<file path="src/rtl/vga_timing_gen.sv">
// VGA raster timing source: free-running h/v counters with sync/blank decode and a sync delay line.
// Optional build macro VGA_FRAME_COUNT_EN adds frame_count, vblank_irq and vblank_ack.
module vga_timing_gen #(
    parameter int unsigned H_ACTIVE   = 32'd640,
    parameter int unsigned H_FP       = 32'd16,
    parameter int unsigned H_SYNC     = 32'd96,
    parameter int unsigned H_BP       = 32'd48,
    parameter int unsigned V_ACTIVE   = 32'd480,
    parameter int unsigned V_FP       = 32'd10,
    parameter int unsigned V_SYNC     = 32'd2,
    parameter int unsigned V_BP       = 32'd33,
    parameter int unsigned SYNC_DELAY = 32'd2
) (
    input  logic       vga_clk,
    input  logic       reset,
    output logic [9:0] DrawX,
    output logic [9:0] DrawY,
    output logic       hs,
    output logic       vs,
    output logic       blank,
    output logic       line_start,
    output logic       frame_start
`ifdef VGA_FRAME_COUNT_EN
    ,
    input  logic       vblank_ack,
    output logic [15:0] frame_count,
    output logic       vblank_irq
`endif
);

    localparam int unsigned H_TOTAL = H_ACTIVE + H_FP + H_SYNC + H_BP;
    localparam int unsigned V_TOTAL = V_ACTIVE + V_FP + V_SYNC + V_BP;

    localparam logic [9:0] H_LAST   = 10'(H_TOTAL - 32'd1);
    localparam logic [9:0] V_LAST   = 10'(V_TOTAL - 32'd1);
    localparam logic [9:0] H_ACT    = 10'(H_ACTIVE);
    localparam logic [9:0] V_ACT    = 10'(V_ACTIVE);
    localparam logic [9:0] HS_START = 10'(H_ACTIVE + H_FP);
    localparam logic [9:0] HS_END   = 10'(H_ACTIVE + H_FP + H_SYNC);
    localparam logic [9:0] VS_START = 10'(V_ACTIVE + V_FP);
    localparam logic [9:0] VS_END   = 10'(V_ACTIVE + V_FP + V_SYNC);

    // {hs, vs, blank} as held by every delay stage while idle
    localparam logic [2:0] SYNC_IDLE = 3'b110;

    if ((H_TOTAL > 32'd1023) || (V_TOTAL > 32'd1023)) begin : g_bad_total
        $error("vga_timing_gen: timing totals exceed the 10-bit counter range");
    end
    if (SYNC_DELAY > 32'd4) begin : g_bad_delay
        $error("vga_timing_gen: SYNC_DELAY must be 0..4");
    end

    // Sync and blank decode of one counter position, packed {hs, vs, blank}
    function automatic logic [2:0] decode(input logic [9:0] h, input logic [9:0] v);
        logic hs_v;
        logic vs_v;
        logic blank_v;
        hs_v    = ~((h >= HS_START) && (h < HS_END));
        vs_v    = ~((v >= VS_START) && (v < VS_END));
        blank_v = (h < H_ACT) && (v < V_ACT);
        return {hs_v, vs_v, blank_v};
    endfunction

    logic [9:0] h_cnt_r;
    logic [9:0] v_cnt_r;
    logic [9:0] h_next_s;
    logic [9:0] v_next_s;
    logic       line_start_r;
    logic       frame_start_r;
    logic [2:0] cur_dec_r;

    // Next counter position; v advances only on the horizontal wrap
    always_comb begin
        h_next_s = h_cnt_r;
        v_next_s = v_cnt_r;
        if (h_cnt_r == H_LAST) begin
            h_next_s = 10'd0;
            if (v_cnt_r == V_LAST) begin
                v_next_s = 10'd0;
            end else begin
                v_next_s = v_cnt_r + 10'd1;
            end
        end else begin
            h_next_s = h_cnt_r + 10'd1;
        end
    end

    // Counters plus pulses and decode computed from the next position so they align with the counters
    always_ff @(posedge vga_clk) begin
        if (reset) begin
            h_cnt_r       <= 10'd0;
            v_cnt_r       <= 10'd0;
            line_start_r  <= 1'b1;
            frame_start_r <= 1'b1;
            cur_dec_r     <= decode(10'd0, 10'd0);
        end else begin
            h_cnt_r       <= h_next_s;
            v_cnt_r       <= v_next_s;
            line_start_r  <= (h_next_s == 10'd0);
            frame_start_r <= (h_next_s == 10'd0) && (v_next_s == 10'd0);
            cur_dec_r     <= decode(h_next_s, v_next_s);
        end
    end

    assign DrawX       = h_cnt_r;
    assign DrawY       = v_cnt_r;
    assign line_start  = line_start_r;
    assign frame_start = frame_start_r;

    // Shift-register delay so sync lines up with the renderers' pipelined RGB across wraps
    if (SYNC_DELAY == 32'd0) begin : g_no_delay
        assign {hs, vs, blank} = cur_dec_r;
    end else begin : g_delay
        for (genvar g = 0; g < int'(SYNC_DELAY); g++) begin : g_stage
            logic [2:0] q_r;
            if (g == 0) begin : g_first
                // First stage takes the current decode
                always_ff @(posedge vga_clk) begin
                    if (reset) begin
                        q_r <= SYNC_IDLE;
                    end else begin
                        q_r <= cur_dec_r;
                    end
                end
            end else begin : g_next
                // Later stages take the previous stage
                always_ff @(posedge vga_clk) begin
                    if (reset) begin
                        q_r <= SYNC_IDLE;
                    end else begin
                        q_r <= g_stage[g-1].q_r;
                    end
                end
            end
        end
        assign {hs, vs, blank} = g_stage[SYNC_DELAY-1].q_r;
    end

`ifdef VGA_FRAME_COUNT_EN
    logic [15:0] frame_count_r;
    logic        vblank_irq_r;
    logic        frame_wrap_s;

    assign frame_wrap_s = (h_cnt_r == H_LAST) && (v_cnt_r == V_LAST);

    // Frame counter and sticky vblank flag; a set on the frame_start cycle beats a coincident ack
    always_ff @(posedge vga_clk) begin
        if (reset) begin
            frame_count_r <= 16'd0;
            vblank_irq_r  <= 1'b0;
        end else begin
            if (frame_wrap_s) begin
                frame_count_r <= frame_count_r + 16'd1;
            end else begin
                frame_count_r <= frame_count_r;
            end
            if (frame_start_r) begin
                vblank_irq_r <= 1'b1;
            end else if (vblank_ack) begin
                vblank_irq_r <= 1'b0;
            end else begin
                vblank_irq_r <= vblank_irq_r;
            end
        end
    end

    assign frame_count = frame_count_r;
    assign vblank_irq  = vblank_irq_r;
`endif

endmodule

</file>
<file path="config.mk">
export PLATFORM = sky130hd
export DESIGN_NAME = vga_timing_gen
export DESIGN_NICKNAME = d
export VERILOG_FILES = /design/src/rtl/vga_timing_gen.sv
export SDC_FILE = /design/constraint.sdc
export NUM_CORES = 1
export LEC_CHECK = 0
export CORE_AREA = 2 2 57 59
export DETAILED_ROUTE_END_ITERATION = 16
export DIE_AREA = 0 0 59 61
export GPL_TIMING_DRIVEN = 0
export PLACE_DENSITY = 0.92
export REMOVE_ABC_BUFFERS = 1
export SYNTH_ARGS = -nofsm -noshare
export SYNTH_HDL_FRONTEND = slang
export SYNTH_SLANG_ARGS = --single-unit
export TNS_END_PERCENT = 1
</file>
<file path="constraint.sdc">
create_clock -name vga_clk -period 4.21 [get_ports vga_clk]
set_input_delay 0.421 -clock vga_clk [delete_from_list [all_inputs] [get_ports vga_clk]]
set_output_delay 0.421 -clock vga_clk [all_outputs]
set_load 0.1 [all_outputs]
</file>
==> flow_summary.ini <==
[run_status]
status = finished clean

[yosys]
synth_edf_count = 0
yosysSeqAreaShare_pct = 37.43
async_flop_share_pct = 0
synth.distinct_cells = 46
syn_avg_cell_area_sq_um = 8.167
syn_area_sq_um = 1658
synth_seq_cells = 31
synthCells = 203
synth-main-ff-cell = dfxtp_1
yosysWarnings = 0

[floorplanning]
start_util_pct = 56.14
io_pins = 27
die_w_um = 59
die_h_um = 61
rows = 20
die_area_sq_um = 3599
core_area_sq_um = 2953

[drt]
vias_per_cell = 5.799
vias = 1473
drt_first_pass_iters = 4
drc_errors = 0
wl_met2_um = 1561
final_antenna_net_count = 0
drt_first_iter_violations = 36
top_layer = met4
postRouteWirelength_um = 3286
met1Wirelength_um = 1505
wl_met3_um = 181
wl_per_cell_um = 12.94

[worst_setup_path]
r2r_slack_ns = 1.48
regToRegStartpoint = DrawX[0]
ff2ff_path_depth = 7
cp_data_arrival_time_ns = 2.94
slowest_delay_ns = 0.48
path_class = reg2reg
path_cells = ha_1 -> and4_1 -> nand3_2 -> or3_4 -> xnor2_1 -> nand4_1 -> or4b_1
cp.depth = 7
cp-endpoint = cur_dec_r[1]
crit_slowest_cell = or3_4
critPathMaxFanout = 9
path_delay_family = simple AND/OR/NAND/NOR gates
setup.worst_path.start = DrawX[0]
start_kind = flop
worstPathRequired_ns = 4.43
reg2reg_to = cur_dec_r[1]
cp.buffers_inverters = 0
worst_setup_path_end_kind = flop

[place]
place_area_sq_um = 1882
place_hpwl_um = 2325
place_inst = 246
place_congestion = 0.9313
dp_slack_ns = 1.508
port_buffers = 26

[power]
ir_drop_uv = 237.5
cellPowerDensity_nw_per_um2 = 290.5
leakagePower_uw = 0.0006669

[cts]
clkSinkCount = 31
insertion_delay_ns = 0.33
htreeDepth = 2
cts_tree = yes
path_clk_slew_ns = 0.10
cts_setup_buffers = 0
root_buffer = clkbuf_4
cts_inserted_buffers = 5
clock_path_buffers = 2
cts-resized-gates = 0
hold_buffers = 0

[sta]
max_slew.worst_pin.slew_ns = 0.9765
fmax_mhz = 366.4
clock_skew_ns = 0.004689
setup_ws_ns = 1.481
fin_crit_ns = 2.729
relSlewSlack_pct = 34.70
maxSlewViolCount = 0
finalHoldViolations = 0
rsz0062_at_grt = false
finalSetupViolCount = 0
fin_crit_sh_pct = 64.83
final.hold.worst_slack_ns = 0.4167
setup_tns_ns = 0

[grt]
gr-total-overflow = 0
grt_pass1_vias = 1287
grt_pass1_wl_um = 5547
antenna_found_initial = 0
grt.total_usage_pct = 20.63
grt_max_degree = 31

[final_layout]
fin_area_sq_um = 1954
fill_cells = 263
final_common_cell = dfxtp_1
final_net_count = 225
fin_cells = 254
syn_to_final_growth_pct = 17.89
drive_gt1_share_pct = 9.050
layout.cells.most_common_list = dfxtp_1, nor2_1, clkdlybuf4s50_1, nand2_1, nand3_1
n_antenna_cell = 0

[run]
maxCapViolations = 0

[worst_hold_path]
hp-class = reg2reg
sequential cells by signal, summed over array words and instances (netlist names):
signal,cells
g_delay.g_stage.q_r,6
DrawY,10
cur_dec_r,3
line_start,1
DrawX,10
frame_start,1
final cells by class:
type | count | area (sq um) | area share [%]
inverters | 2 | 7.507 | 0.3841
clock inverters | 1 | 7.507 | 0.3841
flip-flops and latches | 31 | 620.6 | 31.75
repair buffers | 26 | 260.3 | 13.32
clock buffers | 7 | 65.06 | 3.329
multi-input cells | 154 | 952.2 | 48.72
well taps | 33 | 41.29 | 2.113
cells by family after synthesis:
group / count (synthesis) / synth area share [%]
DFF: 31 / 37.43
xor gates and xnor gates: 15 / 7.924
AOI/OAI and AO/OA: 28 / 11.32
muxes: 1 / 0.6038
adders and majority gates: 3 / 2.264
and+or+nand+nor: 107 / 35.32
buffers and inverters: 18 / 5.132
synthesized netlist by cell type, drive strengths merged, types with 3 or more instances:
master | count | area (sq um)
a21oi | 7 | 35.03
buf | 7 | 43.79
clkbuf | 9 | 33.78
dfxtp | 31 | 620.6
ha | 3 | 37.54
nand2 | 20 | 75.07
nand3 | 14 | 75.07
nand4 | 4 | 25.02
nor2 | 30 | 112.6
nor2b | 6 | 37.54
nor3 | 11 | 60.06
nor4 | 5 | 43.79
o21ai | 5 | 25.02
or2 | 5 | 31.28
or4b | 4 | 43.79
xnor2 | 11 | 96.34
xor2 | 4 | 35.03
per-layer routing:
layer,track usage [%],vias to the layer above
met1,24.12,677
met2,34.76,45
li1,-,745
met4,9.091,0
met5,0,-
met3,6.610,6
per-stage QoR:
stage          total power [uW]  utilization [%]
2_1_floorplan             356.6                -
3_3_place_gp              372.9            63.73
4_1_cts                   573.8            66.19
6_report                  567.7            66.19
3_5_place_dp              373.7            63.73
5_1_grt                   588.3            66.19
report_power, final:
group | internal (uW) | switching (uW) | total, uW
Sequential | 298 | 6.82 | 305
Clock | 97.5 | 104 | 201
Combinational | 14.5 | 46.7 | 61.2
how the worst min path moves through the flow:
stage	startpoint	cells past startpoint	end
floorplan	cur_dec_r[1]	1	g_delay.g_stage[0].q_r[1]
global placement	cur_dec_r[1]	1	g_delay.g_stage[0].q_r[1]
detailed placement	g_delay.g_stage[0].q_r[2]	1	g_delay.g_stage[1].q_r[2]
CTS	cur_dec_r[1]	1	g_delay.g_stage[0].q_r[1]
global route	g_delay.g_stage[0].q_r[1]	1	g_delay.g_stage[1].q_r[1]
finish	cur_dec_r[1]	1	g_delay.g_stage[0].q_r[1]
No activity file was read; power rests on OpenSTA's default activity.
